$ cat src/rtl/spawn_arbiter_queue.sv
// spawn_arbiter_queue
//   Collects spawn requests from PROC_CNT processors and picks one per cycle
//   round-robin. The chosen spawn address goes into a DEPTH-entry FIFO that
//   the dispatcher drains from the head.
//
// Ports
//   clock            in   single clock, all state on posedge
//   reset            in   asynchronous, active-high
//   proc_onspawn     in   [PROC_CNT]         per-proc request, held until acked
//   proc_spawn_addr  in   [ADDR_W*PROC_CNT]  proc i at [i*ADDR_W +: ADDR_W]
//   proc_spawn_ack   out  [PROC_CNT]         one-cycle pulse: request stored
//   deq              in   pop head entry (ignored while empty)
//   deq_addr         out  [ADDR_W]           head entry (show-ahead), 0 while empty
//   empty            out  count == 0
//   full             out  count == DEPTH
//   count            out  [$clog2(DEPTH)+1]  current occupancy
//
// Build option
//   SPAWN_QUEUE_STATS_EN adds peak_count (max occupancy since reset) and
//   spawn_total (16-bit wrapping count of accepted pushes).
module spawn_arbiter_queue #(
    parameter int unsigned PROC_CNT = 4,
    parameter int unsigned ADDR_W   = 8,
    parameter int unsigned DEPTH    = 16
) (
    input  logic                         clock,
    input  logic                         reset,
    input  logic [PROC_CNT-1:0]          proc_onspawn,
    input  logic [ADDR_W*PROC_CNT-1:0]   proc_spawn_addr,
    output logic [PROC_CNT-1:0]          proc_spawn_ack,
    input  logic                         deq,
    output logic [ADDR_W-1:0]            deq_addr,
    output logic                         empty,
    output logic                         full,
    output logic [$clog2(DEPTH):0]       count
`ifdef SPAWN_QUEUE_STATS_EN
    ,
    output logic [$clog2(DEPTH):0]       peak_count,
    output logic [15:0]                  spawn_total
`endif
);

    localparam int unsigned PTR_W = $clog2(DEPTH);
    localparam int unsigned CNT_W = PTR_W + 1;
    localparam int unsigned IDX_W = (PROC_CNT > 1) ? $clog2(PROC_CNT) : 1;

    logic [ADDR_W-1:0]   mem_q [DEPTH];
    logic [PTR_W-1:0]    wr_ptr_q, wr_ptr_d;
    logic [PTR_W-1:0]    rd_ptr_q, rd_ptr_d;
    logic [CNT_W-1:0]    count_q, count_d;
    logic                empty_q, empty_d;
    logic                full_q, full_d;
    logic [PROC_CNT-1:0] ack_q, ack_d;
    logic [IDX_W-1:0]    rr_ptr_q, rr_ptr_d;
    logic [ADDR_W-1:0]   head_q, head_d;

    logic [ADDR_W-1:0]   addr_arr_c [PROC_CNT];
    logic [PROC_CNT-1:0] eligible_c;
    logic                win_valid_c;
    logic [IDX_W-1:0]    win_idx_c;
    logic                push_c;
    logic                pop_c;
    logic [ADDR_W-1:0]   push_addr_c;

    // Unpack the flat per-processor address bus
    always_comb begin
        for (int unsigned p = 0; p < PROC_CNT; p++) begin
            addr_arr_c[p] = proc_spawn_addr[p*ADDR_W +: ADDR_W];
        end
    end

    // Round-robin search from rr_ptr; a proc acked last cycle is masked so a
    // request still held during its ack cycle is not stored twice
    always_comb begin
        logic [IDX_W-1:0] idx;
        eligible_c  = proc_onspawn & ~ack_q;
        win_valid_c = 1'b0;
        win_idx_c   = '0;
        idx         = '0;
        for (int unsigned k = 0; k < PROC_CNT; k++) begin
            idx = IDX_W'((32'(rr_ptr_q) + k) % PROC_CNT);
            if (!win_valid_c && eligible_c[idx]) begin
                win_valid_c = 1'b1;
                win_idx_c   = idx;
            end
        end
    end

    // Push/pop decision and next-state for pointers, count, acks and head
    always_comb begin
        pop_c       = deq && !empty_q;
        push_c      = win_valid_c && (!full_q || pop_c);
        push_addr_c = addr_arr_c[win_idx_c];

        wr_ptr_d = wr_ptr_q;
        rd_ptr_d = rd_ptr_q;
        count_d  = count_q;
        ack_d    = '0;
        rr_ptr_d = rr_ptr_q;

        if (pop_c) begin
            rd_ptr_d = rd_ptr_q + PTR_W'(1);
        end
        if (push_c) begin
            wr_ptr_d         = wr_ptr_q + PTR_W'(1);
            ack_d[win_idx_c] = 1'b1;
            rr_ptr_d         = (win_idx_c == IDX_W'(PROC_CNT - 1)) ? '0
                                                                  : win_idx_c + IDX_W'(1);
        end

        unique case ({push_c, pop_c})
            2'b10:   count_d = count_q + CNT_W'(1);
            2'b01:   count_d = count_q - CNT_W'(1);
            default: count_d = count_q;
        endcase

        empty_d = (count_d == '0);
        full_d  = (count_d == CNT_W'(DEPTH));

        // The slot being written becomes the head only when it lands at rd_ptr_d
        if (empty_d) begin
            head_d = '0;
        end else if (push_c && (wr_ptr_q == rd_ptr_d)) begin
            head_d = push_addr_c;
        end else begin
            head_d = mem_q[rd_ptr_d];
        end
    end

    // Control state
    always_ff @(posedge clock or posedge reset) begin
        if (reset) begin
            wr_ptr_q <= '0;
            rd_ptr_q <= '0;
            count_q  <= '0;
            empty_q  <= 1'b1;
            full_q   <= 1'b0;
            ack_q    <= '0;
            rr_ptr_q <= '0;
            head_q   <= '0;
        end else begin
            wr_ptr_q <= wr_ptr_d;
            rd_ptr_q <= rd_ptr_d;
            count_q  <= count_d;
            empty_q  <= empty_d;
            full_q   <= full_d;
            ack_q    <= ack_d;
            rr_ptr_q <= rr_ptr_d;
            head_q   <= head_d;
        end
    end

    // Storage; contents are masked by the pointers so no reset is needed
    always_ff @(posedge clock) begin
        if (push_c) begin
            mem_q[wr_ptr_q] <= push_addr_c;
        end
    end

    assign proc_spawn_ack = ack_q;
    assign deq_addr       = head_q;
    assign empty          = empty_q;
    assign full           = full_q;
    assign count          = count_q;

`ifdef SPAWN_QUEUE_STATS_EN
    logic [CNT_W-1:0] peak_q, peak_d;
    logic [15:0]      total_q, total_d;

    // Peak tracks the post-edge occupancy; total wraps naturally
    always_comb begin
        peak_d  = (count_d > peak_q) ? count_d : peak_q;
        total_d = total_q + 16'(push_c);
    end

    always_ff @(posedge clock or posedge reset) begin
        if (reset) begin
            peak_q  <= '0;
            total_q <= '0;
        end else begin
            peak_q  <= peak_d;
            total_q <= total_d;
        end
    end

    assign peak_count  = peak_q;
    assign spawn_total = total_q;
`endif

endmodule

$ cat config.mk
export PLATFORM = sky130hd
export DESIGN_NAME = spawn_arbiter_queue
export DESIGN_NICKNAME = d
export VERILOG_FILES = /design/src/rtl/spawn_arbiter_queue.sv
export SDC_FILE = /design/constraint.sdc
export NUM_CORES = 1
export LEC_CHECK = 0
export BUFFER_PORTS_ARGS = -buffer_cell sky130_fd_sc_hd__buf_2
export CELL_PAD_IN_SITES_DETAIL_PLACEMENT = 1
export CELL_PAD_IN_SITES_GLOBAL_PLACEMENT = 2
export CORE_ASPECT_RATIO = 1.5
export CORE_MARGIN = 3
export CORE_UTILIZATION = 30
export DETAILED_ROUTE_END_ITERATION = 7
export PLACE_DENSITY_LB_ADDON = 0.25
export SLEW_MARGIN = 20
export SYNTH_ARGS = -nofsm -noshare
export SYNTH_HDL_FRONTEND = slang
export SYNTH_SLANG_ARGS = --single-unit
$ cat constraint.sdc
create_clock -name clock -period 8.23 [get_ports clock]
set_input_delay 0.4115 -clock clock [delete_from_list [all_inputs] [get_ports clock]]
set_output_delay 0.4115 -clock clock [all_outputs]
set_load 0.02 [all_outputs]
* Word-level counts from Yosys, hierarchy flattened
Memories as Yosys holds them, arrays and structs flattened.
Index checks and enable logic that the tools add are counted.
** Storage, ports and cells
- Memory bits (writable) :: 128
- Flip-flop bits (word level) :: 29
- Memories :: 1
- Output and inout port bits :: 19
- Input port bits :: 39
- Logic and storage cells :: 75
** Cells by class
- Add/subtract/negate cells :: 8
- Reduce and logical (&&, ||, !) cells :: 14
- Muxes and demuxes :: 29
- Order comparisons :: 7
- Equality and inequality tests :: 5
- Bitwise gates (word level) :: 3
** Memories
- mem_q :: words 16, width 8, read ports 1, clocked after memory_dff 0, wr ports 1, line 47 : logic [ADDR_W-1:0] mem_q [DEPTH];
** Operators with widths (count)
- $mux W8 :: 4
- $bmux W8 S2 :: 1
- $lt A2 B3 Y1 const B :: 5
- $mux W1 :: 11
- $mux W2 :: 5
- $pmux W5 S2 :: 1
- $add A4 B1 Y4 const B :: 2
- $bmux W1 S2 :: 4
- $mux W4 :: 2
- $logic_and A1 B1 Y1 :: 7
- $add A5 B1 Y5 const B :: 1
- $eq A5 B5 Y1 const B :: 1
- $logic_not A1 Y1 :: 5
- $logic_not A5 Y1 :: 1
- $sub A5 B1 Y5 const B :: 1
- $add A2 B1 Y2 const B :: 2
- $add A2 B2 Y2 const B :: 2
- $and A4 B4 Y4 :: 1
- $eq A2 B2 Y1 const B :: 2
- $eq A4 B4 Y1 :: 1
- $not A4 Y4 :: 1
- $ge A3 B3 Y1 const B :: 1
- $not A2 Y3 :: 1
- $demux W1 S2 :: 1
- other kinds (3) :: 3

* Depth between registers and ports, before layout
Gate-level depths: netlist of run 1.
- Depth after elaboration :: 20
- Gate-level depth with buffers :: 15
- Gate-level depth less buffers :: 13

* Least setup slack after synthesis of run 1
Ideal clock, no wire load.
- Path kind :: register to register
- Start point :: register ack_q[3] (netlist: proc_spawn_ack[3])
- End point :: register head_q[0] (netlist: deq_addr[0])
- Stages on the path, launching flop included :: 15
- Setup time :: 0.140 ns
- Arrival :: 3.341 ns
- Slack :: 4.749 ns
- Required time :: 8.090 ns
- Path buffers :: 1
- Cell sequence :: dfrtp_1 > and2b_1 > or4b_1 > and2_1 > inv_1 > ha_1 > buf_2 > xor2_1 > ha_1 > a21oi_1 > mux2i_1 > xnor2_1 > a211o_1 > o2111ai_2 > o22ai_1
** Between the ends
- Elaborated cells between the ends (all ways) :: 36
- Those cells by class :: eq/ne: 2; mux: 22; bitwise: 3; reduce/logical: 9
** RTL lines
- start: declaration :: line 53 : logic [PROC_CNT-1:0] ack_q, ack_d;
- start signal: assignment :: line 147 : ack_q <= ack_d;
- $not A4 Y4 (*) :: line 76 : eligible_c = proc_onspawn & ~ack_q;
- $and A4 B4 Y4 (*) :: line 76
- $bmux W1 S2 :: line 82 : if (!win_valid_c && eligible_c[idx]) begin
- $mux W1 (not written as such) :: line 82
- $mux W1 :: line 82
- $logic_not A1 Y1 :: line 82
- $logic_and A1 B1 Y1 :: line 82
- $mux W1 :: line 82
- [5 not listed]
- $mux W1 (*) :: line 82
- $logic_and A1 B1 Y1 (*) :: line 92 : push_c = win_valid_c && (!full_q || pop_c);
- $eq A2 B1 Y1 or $eq A2 B2 Y1 (tied branches) :: line 111 : unique case ({push_c, pop_c})
- $pmux W5 S2 (*) :: line 111
- net count_d[2] :: line 50 : logic [CNT_W-1:0] count_q, count_d;
- $logic_not A5 Y1 (*) :: line 117 : empty_d = (count_d == '0);
- $mux W8 (*) :: line 121 : if (empty_d) begin
- net head_d[0] :: line 55 : logic [ADDR_W-1:0] head_q, head_d;
- end signal: assignment :: line 140 : head_q <= '0;
- end signal: assignment :: line 149 : head_q <= head_d;
- end: declaration :: line 55
Mark *: on every way through the listed nets, which the timed path passes. The rest lies on a longest branch. The select of a mux whose other input is x is not followed.
A chain may end at the register's enable or synchronous reset.

* Worst setup path after layout of run 1
- Start point :: register empty_q (netlist: empty)
- End point :: register head_q[4] (netlist: deq_addr[4])
** Between the ends
- Word-level cells in the longest chain between the ends :: 8
- Elaborated cells between the ends (all ways) :: 14
- Those cells by class :: eq/ne: 3; mux: 4; reduce/logical: 6; memory: 1
** RTL lines
- start: declaration :: line 51 : logic empty_q, empty_d;
- start signal: assignment :: line 145 : empty_q <= empty_d;
- $logic_not A1 Y1 (*) :: line 91 : pop_c = deq && !empty_q;
- $logic_and A1 B1 Y1 (*) :: line 91
- $logic_or A1 B1 Y1 :: line 92
- $logic_and A1 B1 Y1 :: line 92
- $eq A2 B1 Y1 or $eq A2 B2 Y1 (tied branches) :: line 111
- $pmux W5 S2 (*) :: line 111
- net count_d[2] :: line 50
- $logic_not A5 Y1 (*) :: line 117
- $mux W8 (*) :: line 121
- net head_d[4] :: line 55
Mark *: on every way through the listed nets, which the timed path passes. The rest lies on a longest branch.

==> impl_metrics.ini, run 1 <==
[pwr]
comb_power_share_pct = 46.9
p_seq_share_pct = 33.1
power.internal_w = 0.00250
ir_worst_vdd_uv = 231
p_switching_w = 0.00174
switching_share_pct = 41.1
power_density_nw_per_um2 = 446
p_leak_nw = 3.49
pwr-share-clk_pct = 20.0
p_total_w = 0.00424

[setup_path]
critPathBufInv = 2
max_stage_delay_ns = 0.56
critPathArrivalTime_ns = 4.73
crit_path_top_delay_cell = buf_4
path_common_cell = ha_1
criticalPathCategory = flip-flop to flip-flop
cp-start-kind = flip-flop
crit_fanout = 53
cp_top_family = compound AO/OA/AOI/OAI gates
endpoint_kind = flip-flop
cp.required_ns = 8.52
path_cells = nand2b_2, buf_4, nand2_1, and2_1, inv_1, ha_1, xor2_1, ha_1, a21oi_1, mux2i_1, xnor2_1, a211o_1, o2111ai_2, o22ai_1

[clocking]
cts_sinks = 157
path_clk_slew_ns = 0.06
clockBufferDepth = 2
cts_root_buf = clkbuf_16
cts-htree-levels = 4
cts_buffers = 17
holdBufCountCts = 0
worstSkewPairLatency_ns = 0.44
cts_setup_buffers = 0
cts_resized = 0
cts_tree = yes

[logic_synthesis]
synthFlopType = edfxtp_1
synth_compound_area_share_pct = 11.0
synth_mux_area_share_pct = 6.52
yosys.cell_types.count = 53
synth.most_common_cell = edfxtp_1
ys_warn_count = 0
synth_xor_area_share_pct = 2.33
ys_seq_area_share_pct = 55.2
async_reset_ff_share_pct = 18.5
ys_ff_latch = 157
synthCells = 758
synth_top_area_share_pct = 46.4
yosysTopAreaCell = edfxtp_1
synth_commonest_cells = edfxtp_1, nand2_1, nand2b_1, a21oi_1, or3_1
synth_fp_nets = 809
synth.area.top_cells = edfxtp_1, dfrtp_1, nand2b_1
avgSynthCellArea_um2 = 10.9
synth_area_um2 = 8280
synth_top_family_by_area = simple AND/OR/NAND/NOR gates
synth-edff-count = 128
yosys.area_share.adder_pct = 1.81
yosys.area_share.simple_pct = 19.5

[floorplan]
die_area_um2 = 29700
initial_utilization_pct = 30.8
fp.coreArea_um2 = 26900
pin_count = 58
die_h_um = 210
fp-row-count = 73
fp.dieW_um = 142

[sta]
worst_pin_slew_ns = 1.10
max_slew_margin_pct = 26.5
period_needed_ns = 4.45
rsz0062_at_grt = no
setup_tns_ns = 0
setup_viol = 0
fin_skew_ns = 0.00774
clock.fmax_mhz = 225
hold_viol = 0
maxSlewViolCount = 0
min_period_over_period_pct = 54.0

[finish]
n_fill_cell = 2961
final_cells = 1144
syn2layout_area_growth_pct = 14.8
seqCellArea_um2 = 4570
nNetsFinal = 845
multi_input_area_um2 = 3460
drive_gt1_share_pct = 16.9
antenna_cells = 0

[global_routing]
grt_pass1_wl_um = 37300
grt_pass1_vias = 6449
grt-ovfl-total = 0
grt_max_degree = 114
met3_usage_pct = 2.69
grt_antenna_before_repair = 0
grt.busiest_layer = met2
grt_usage_pct = 16.7
grt_util_met1_pct = 18.1
grt_use_met2_pct = 31.3

[drt]
drtAntennaViolNets = 0
remaining_drc_errors = 0
routed_wl_um = 24300
route.vias.total = 5879
first_iter_violations = 174
routed_via_density = 5.14
firstDrtPassIters = 6
wl_per_cell_um = 21.2

[hold_path]
hold_path_class = input port to async pin

[placed_design]
dp_hpwl_um = 16500
placed_cells = 1111
gp_congestion = 0.772
port_buffers = 57

[job]
max_cap_violations = 0

[outcome]
status = finished, final reports clean
layer usage:
layer  share of wire, %  vias up
met5                  0        -
met4                3.4        0
met3                2.9       37
met2                 56       96
met1                 38     2982
li1                   -     2764
tightest hold or removal path, stage by stage:
cell and delay (ns):
buf_2 0.09, inv_1 0.04, buf_4 0.34
cell usage in the layout (no fill, tap or decap), drive strengths merged, types with 8 or more instances in the layout:
| master | n |
|---|---|
| mux2 | 24 |
| buf | 64 |
| ha | 12 |
| inv | 23 |
| clkinv | 8 |
| nor2 | 21 |
| dfrtp | 28 |
| mux2i | 27 |
| o22ai | 9 |
| edfxtp | 128 |
| or3 | 49 |
| xnor2 | 14 |
| clkbuf | 17 |
| o2111a | 16 |
| nand2b | 102 |
| nand2 | 106 |
| a21oi | 100 |
state kept, by name, summed over array words and instances (netlist names):
register and flops:
count 5, deq_addr 8, empty 1, full 1, mem_q 128, proc_spawn_ack 4
rd_ptr_q 4, rr_ptr_q 2, wr_ptr_q 4
worst paths after layout:
check,to,slack (ns),cells past startpoint,from
setup / recovery,deq_addr[4]$_DFF_PP0_,3.78,14,empty$_DFF_PP1_
hold / removal,count[1]$_DFF_PP0_,0.04,3,reset
setup reg to reg,deq_addr[4]$_DFF_PP0_,3.78,14,empty$_DFF_PP1_
hold reg to reg,count[4]$_DFF_PP0_,0.60,1,count[4]$_DFF_PP0_
max in group asynchronous,empty$_DFF_PP1_,7.87,3,reset
min in group clock,deq_addr[0]$_DFF_PP0_,0.47,4,proc_spawn_addr[0]
logic make-up (layout without fill, tap and decap cells):
group / Yosys count / after routing
DFF: 157 / 157
and+or+nand+nor: 306 / 306
buffers and inverters: 69 / 118
muxes: 51 / 51
adders and majority gates: 12 / 12
xor gates and xnor gates: 19 / 19
AOI/OAI and AO/OA: 144 / 144
per-stage QoR:
stage               setup slack (ns)  utilization [%]  hold WS (ns)  instance area [µm²]
floorplan                       4.75                -         0.489                 8280
global placement                4.04             33.0         0.505                 8860
detailed placement              3.78             33.0         0.515                 8860
CTS                             3.77             35.3        0.0418                 9490
global route                    3.49             35.4        0.0823                 9510
finish                          3.78             35.4        0.0409                 9510
power by group through the flow:
| stage | Combinational (W) | Clock, W | Sequential [W] |
|---|---|---|---|
| after floorplan | 0.00137 | 0 | 0.00136 |
| after detailed placement | 0.00202 | 0 | 0.00142 |
| final | 0.00199 | 0.000849 | 0.00140 |
| after CTS | 0.00203 | 0.000867 | 0.00140 |
| after global placement | 0.00193 | 0 | 0.00139 |
| after global routing | 0.00220 | 0.000892 | 0.00143 |
layout make-up:
cell class | instances | share of cell area, %
multi-input cells | 532 | 36.4
inverters | 22 | 0.895
well taps | 337 | 4.44
clock inverters | 15 | 2.11
clock buffers | 17 | 4.47
repair buffers | 64 | 3.59
flip-flops and latches | 157 | 48.1
(Power assumes the default switching activity.)
==> run 2, diff against run 1 <==
==> constraint.sdc (replaced) <==
create_clock -name clock -period 4.2 [get_ports clock]
set_input_delay 0.21 -clock clock [delete_from_list [all_inputs] [get_ports clock]]
set_output_delay 0.21 -clock clock [all_outputs]
set_load 0.02 [all_outputs]
==> run 2 against run 1 <==
  * Total power increased by 99%
  * Clock-buffer cell count increased by 1
  * Sequential share of layout area decreased by 0.46 points
  * Sequential power increased by 94%
  * Core utilization increased by 0.34 points
  * Wire length increased by 1.8%
  * First-iteration DRC count increased by 52%
  * Combinational power increased by 100%
  * Critical path type unchanged
  * Clock power increased by 100%
==> impl_metrics.ini, run 2 (synthesized netlist as in run 1, its figures left out) <==
[setup_path]
cp_top_family = compound AO/OA/AOI/OAI gates
path_common_cell = ha_1
crit_path_top_delay_cell = or4b_1
cp-start-kind = flip-flop
max_stage_delay_ns = 0.62
cp.required_ns = 4.48
criticalPathCategory = flip-flop to flip-flop
path_cells = and2b_1, or4b_1, and2_1, inv_1, ha_1, xor2_1, ha_1, a21oi_1, mux2i_1, xnor2_1, a211o_1, o2111ai_4, o22ai_1
crit_fanout = 9
reg2reg_depth = 13
critPathBufInv = 1
rr_endpoint = deq_addr[0]$_DFF_PP0_
ff2ff_setup_slack_ns = 0.33
r2r-start = proc_spawn_ack[3]$_DFF_PP0_
critPathArrivalTime_ns = 4.15
endpoint_kind = flip-flop

[global_routing]
grt_pass1_wl_um = 37600
grt-ovfl-total = 0
grt_pass1_vias = 6554
grt_antenna_before_repair = 1
grt_max_degree = 145
grt_usage_pct = 17.0

[floorplan]
pin_count = 58
fp.coreArea_um2 = 26900
fp-row-count = 73
die_area_um2 = 29700
initial_utilization_pct = 30.8
fp.dieW_um = 142
die_h_um = 210

[drt]
remaining_drc_errors = 0
wl_per_cell_um = 21.4
drtAntennaViolNets = 0
routed_via_density = 5.16
wl_met3_um = 618
route.vias.total = 5951
wl_met2_um = 14300
firstDrtPassIters = 6
first_iter_violations = 265
routed_wl_um = 24700
drt-met1-wl_um = 9260
top_layer = met4

[sta]
timing.final.ws_setup_ns = 0.329
fin_skew_ns = 0.0101
hold_viol = 0
setup_tns_ns = 0
period_needed_ns = 3.87
rsz0062_at_grt = no
setup_viol = 0
worst_pin_slew_ns = 1.10
min_period_over_period_pct = 92.2
maxSlewViolCount = 0
clock.fmax_mhz = 258
max_slew_margin_pct = 26.2

[clocking]
cts_buffers = 17
cts_setup_buffers = 0
cts_sinks = 157
cts-htree-levels = 4
path_clk_slew_ns = 0.06
worstSkewPairLatency_ns = 0.44
clockBufferDepth = 2
cts_root_buf = clkbuf_16
cts_tree = yes

[placed_design]
place_area_um2 = 8910
pre_cts_ws_ns = 0.241
port_buffers = 57
gp_congestion = 0.774
dp_hpwl_um = 17000

[hold_path]
min_path_cells = 4
min-delay-start = proc_spawn_addr[1]
min_to = deq_addr[1]$_DFF_PP0_
hold_path_class = input port to flip-flop

[finish]
final_core_util_pct = 35.7
largest_reg_flops = 128
nNetsFinal = 855
syn2layout_area_growth_pct = 15.9
mostFrequentLayoutCells = edfxtp_1, nand2_1, nand2b_1
final_cell_area_um2 = 9600
multi_input_area_um2 = 3450
mostFrequentLayoutCell = edfxtp_1
seqCellArea_um2 = 4570
n_fill_cell = 2956
drive_gt1_share_pct = 17.2
top_register = mem_q

[pwr]
p_total_w = 0.00842
p_leak_nw = 3.54
ir_worst_vdd_uv = 355
power_density_nw_per_um2 = 878

[job]
max_cap_violations = 0

[outcome]
status = finished, final reports clean
[run 2: layout make-up]
cell class / instances / share of cell area (%)
flip-flops and latches: 157 / 47.7
clock buffers: 18 / 4.47
repair buffers: 74 / 4.34
inverters: 22 / 0.886
multi-input cells: 532 / 35.9
well taps: 337 / 4.39
clock inverters: 13 / 2.31
diodes: 1 / 0.0261
[run 2: power breakdown]
group          switching (W)  internal (W)
Clock               0.000625       0.00110
Sequential          0.000338       0.00238
Combinational        0.00247       0.00150
[run 2: worst max-delay path by stage]
stage | from | end | slack (ns) | cells past startpoint
2_1_floorplan | proc_spawn_ack[3]$_DFF_PP0_ | deq_addr[0]$_DFF_PP0_ | 0.72 | 14
3_3_place_gp | proc_spawn_ack[3]$_DFF_PP0_ | deq_addr[1]$_DFF_PP0_ | 0.44 | 13
3_5_place_dp | proc_spawn_ack[3]$_DFF_PP0_ | deq_addr[0]$_DFF_PP0_ | 0.24 | 13
4_1_cts | proc_spawn_ack[3]$_DFF_PP0_ | deq_addr[0]$_DFF_PP0_ | 0.22 | 13
5_1_grt | proc_spawn_ack[3]$_DFF_PP0_ | deq_addr[0]$_DFF_PP0_ | 0.08 | 13
6_report | proc_spawn_ack[3]$_DFF_PP0_ | deq_addr[0]$_DFF_PP0_ | 0.33 | 13
[run 2: layer usage]
layer  vias up  GRT usage (%)
met4         0           6.46
met1      3053           17.5
li1       2791              -
met5         -              0
met2        83           33.0
met3        24           3.35
[run 2: repair_timing]
action	CTS	global route
gates resized for setup	0	1
hold endpoints to repair	28	0
endpoints found under the setup margin	0	2
hold buffers	1	0
[run 2: metrics by stage]
step,hold slack [ns],cells
2_1_floorplan,0.287,758
5_1_grt,0.290,1154
3_3_place_gp,0.312,1120
3_5_place_dp,0.318,1121
4_1_cts,0.270,1153
6_report,0.282,1154
[run 2: tightest hold or removal path, delay by kind of cell]
family	cells	cell delay (ns)
multiplexers	2	0.29
buffers and inverters	1	0.10
AO/OA/AOI/OAI	1	0.07
==> run 3, diff against run 2 <==
--- a/config.mk
+++ b/config.mk
@@ -8,7 +8,7 @@
 export BUFFER_PORTS_ARGS = -buffer_cell sky130_fd_sc_hd__buf_2
 export CELL_PAD_IN_SITES_DETAIL_PLACEMENT = 1
 export CELL_PAD_IN_SITES_GLOBAL_PLACEMENT = 2
-export CORE_ASPECT_RATIO = 1.5
+export CORE_ASPECT_RATIO = 1.75
 export CORE_MARGIN = 3
 export CORE_UTILIZATION = 30
 export DETAILED_ROUTE_END_ITERATION = 7
==> run 3 against run 2 <==
  * Wire length up 1.7%
  * Clock-buffer cell count is 4 higher
  * Setup slack worse by 0.030 ns
  * Final cell count up 2.9%
  * Worst hold slack better by 0.0073 ns
  * Register-to-register slack got worse by 0.03 ns
  * Maximum frequency down 0.77%
  * Clock skew fell by 0.0022 ns
  * Core utilization down 0.37 points
  * Critical endpoint is now deq_addr[4]$_DFF_PP0_
  * Largest power group unchanged
==> impl_metrics.ini, run 3 (synthesized netlist as in run 1, its figures left out) <==
[finish]
seqCellArea_um2 = 4570
drive_gt1_share_pct = 16.5
top_register = mem_q
nNetsFinal = 858
mostFrequentLayoutCell = edfxtp_1
multi_input_area_um2 = 3430
mostFrequentLayoutCells = edfxtp_1, nand2_1, nand2b_1
n_fill_cell = 3042
syn2layout_area_growth_pct = 14.8
largest_reg_flops = 128

[drt]
drtAntennaViolNets = 0
first_iter_violations = 312
firstDrtPassIters = 4
wl_per_cell_um = 21.1
route.vias.total = 5980
remaining_drc_errors = 0
routed_wl_um = 25100
routed_via_density = 5.03

[hold_path]
min_path_cells = 4
min-delay-start = proc_spawn_addr[7]
min_to = deq_addr[7]$_DFF_PP0_
hold_path_class = input port to flip-flop

[sta]
period_needed_ns = 3.90
hold_viol = 0
hold_ws_ns = 0.289
setup_tns_ns = 0
maxSlewViolCount = 0
setup_viol = 0
min_period_over_period_pct = 92.9
max_slew_margin_pct = 25.4
fin_skew_ns = 0.00784
rsz0062_at_grt = no
clock.fmax_mhz = 256
timing.final.ws_setup_ns = 0.299
worst_pin_slew_ns = 1.12

[setup_path]
crit_fanout = 9
endpoint_kind = flip-flop
r2r-start = proc_spawn_ack[3]$_DFF_PP0_
cp.required_ns = 4.50
critPathArrivalTime_ns = 4.20
criticalPathCategory = flip-flop to flip-flop
ff2ff_setup_slack_ns = 0.30
rr_endpoint = deq_addr[4]$_DFF_PP0_
cp-start-kind = flip-flop
reg2reg_depth = 13

[floorplan]
fp-row-count = 79
initial_utilization_pct = 30.8
die_h_um = 226
pin_count = 58
fp.dieW_um = 132
die_area_um2 = 29700
fp.coreArea_um2 = 26900

[pwr]
ir_worst_vdd_uv = 356
p_seq_share_pct = 32.7
power_density_nw_per_um2 = 852
pwr-share-clk_pct = 17.3
comb_power_share_pct = 50.0
switching_share_pct = 42.1
p_leak_nw = 3.50
p_total_w = 0.00810
p_switching_w = 0.00341
power.internal_w = 0.00469

[global_routing]
grt-ovfl-total = 0
grt_pass1_wl_um = 38000
grt_max_degree = 115
grt_antenna_before_repair = 5
grt_pass1_vias = 6538
grt_usage_pct = 17.0

[clocking]
cts-htree-levels = 4
cts_sinks = 157
clockBufferDepth = 2
cts_buffers = 17
cts_tree = yes
cts_root_buf = clkbuf_16
cts_setup_buffers = 0
path_clk_slew_ns = 0.06
worstSkewPairLatency_ns = 0.44

[outcome]
status = finished, final reports clean

[placed_design]
pre_cts_ws_ns = 0.287
dp_hpwl_um = 17300
gp_congestion = 0.781
port_buffers = 57

[job]
max_cap_violations = 0
-- run 3: cell count changes in the layout (fill, tap and decap cells not counted), sizes merged --
cell and change:
clkinvlp -1, clkinv +1, clkbuf +4, diode +4, inv +1, bufinv -5, buf +3
-- run 3: metrics by stage --
stage | cell area, µm² | instances | util, %
2_1_floorplan | 8280 | 758 | -
3_3_place_gp | 8970 | 1151 | 33.3
3_5_place_dp | 8970 | 1151 | 33.3
4_1_cts | 9490 | 1183 | 35.3
5_1_grt | 9510 | 1188 | 35.4
6_report | 9510 | 1188 | 35.4
-- run 3: cell type report --
| type | count | share of cell area, % |
|---|---|---|
| Timing Repair Buffer | 77 | 4.60 |
| Sequential cell | 157 | 48.1 |
| Multi-Input combinational cell | 532 | 36.1 |
| Clock inverter | 9 | 0.750 |
| Clock buffer | 22 | 4.67 |
| Antenna cell | 5 | 0.132 |
| Tap cell | 364 | 4.79 |
| Inverter | 22 | 0.895 |
-- run 3: critical path: stages (launching register included) --
cell and delay [ns]:
dfrtp_1 0.33, and2b_1 0.23, or4b_1 0.62, and2_1 0.22, inv_1 0.13, ha_1 0.36, xor2_1 0.13, ha_1 0.23
a21oi_1 0.16, mux2i_1 0.26, xnor2_1 0.13, a211o_1 0.38, o2111ai_2 0.41, o22ai_1 0.17
-- run 3: worst max-delay path by stage --
stage,startpoint,end,slack [ns]
6_report,proc_spawn_ack[3]$_DFF_PP0_,deq_addr[4]$_DFF_PP0_,0.30
5_1_grt,proc_spawn_ack[3]$_DFF_PP0_,deq_addr[0]$_DFF_PP0_,0.03
4_1_cts,proc_spawn_ack[3]$_DFF_PP0_,deq_addr[4]$_DFF_PP0_,0.27
3_5_place_dp,proc_spawn_ack[3]$_DFF_PP0_,deq_addr[0]$_DFF_PP0_,0.29
3_3_place_gp,proc_spawn_ack[3]$_DFF_PP0_,deq_addr[2]$_DFF_PP0_,0.51
2_1_floorplan,proc_spawn_ack[3]$_DFF_PP0_,deq_addr[0]$_DFF_PP0_,0.72
-- run 3: repair_timing --
item	in CTS	in global routing
endpoints found under the setup margin	0	0
hold buffers	1	0
hold endpoints to repair	28	0
resized for setup	0	0
-- run 3: per-layer routing --
metal,track usage [%],share of wire (%),vias to the layer above,wire [µm]
met5,0,0,-,0
met4,6.85,2.7,0,684
met3,3.21,3.2,46,798
met2,34.5,58,103,14500
met1,16.7,36,3030,9090
li1,-,-,2801,-
-- run 3: power by group through the flow --
stage	registers, W	clock network (W)	logic [W]
after floorplan	0.00266	0	0.00269
after global placement	0.00265	0	0.00397
after detailed placement	0.00268	0	0.00412
after CTS	0.00265	0.00145	0.00415
after global routing	0.00269	0.00151	0.00442
final	0.00265	0.00140	0.00405
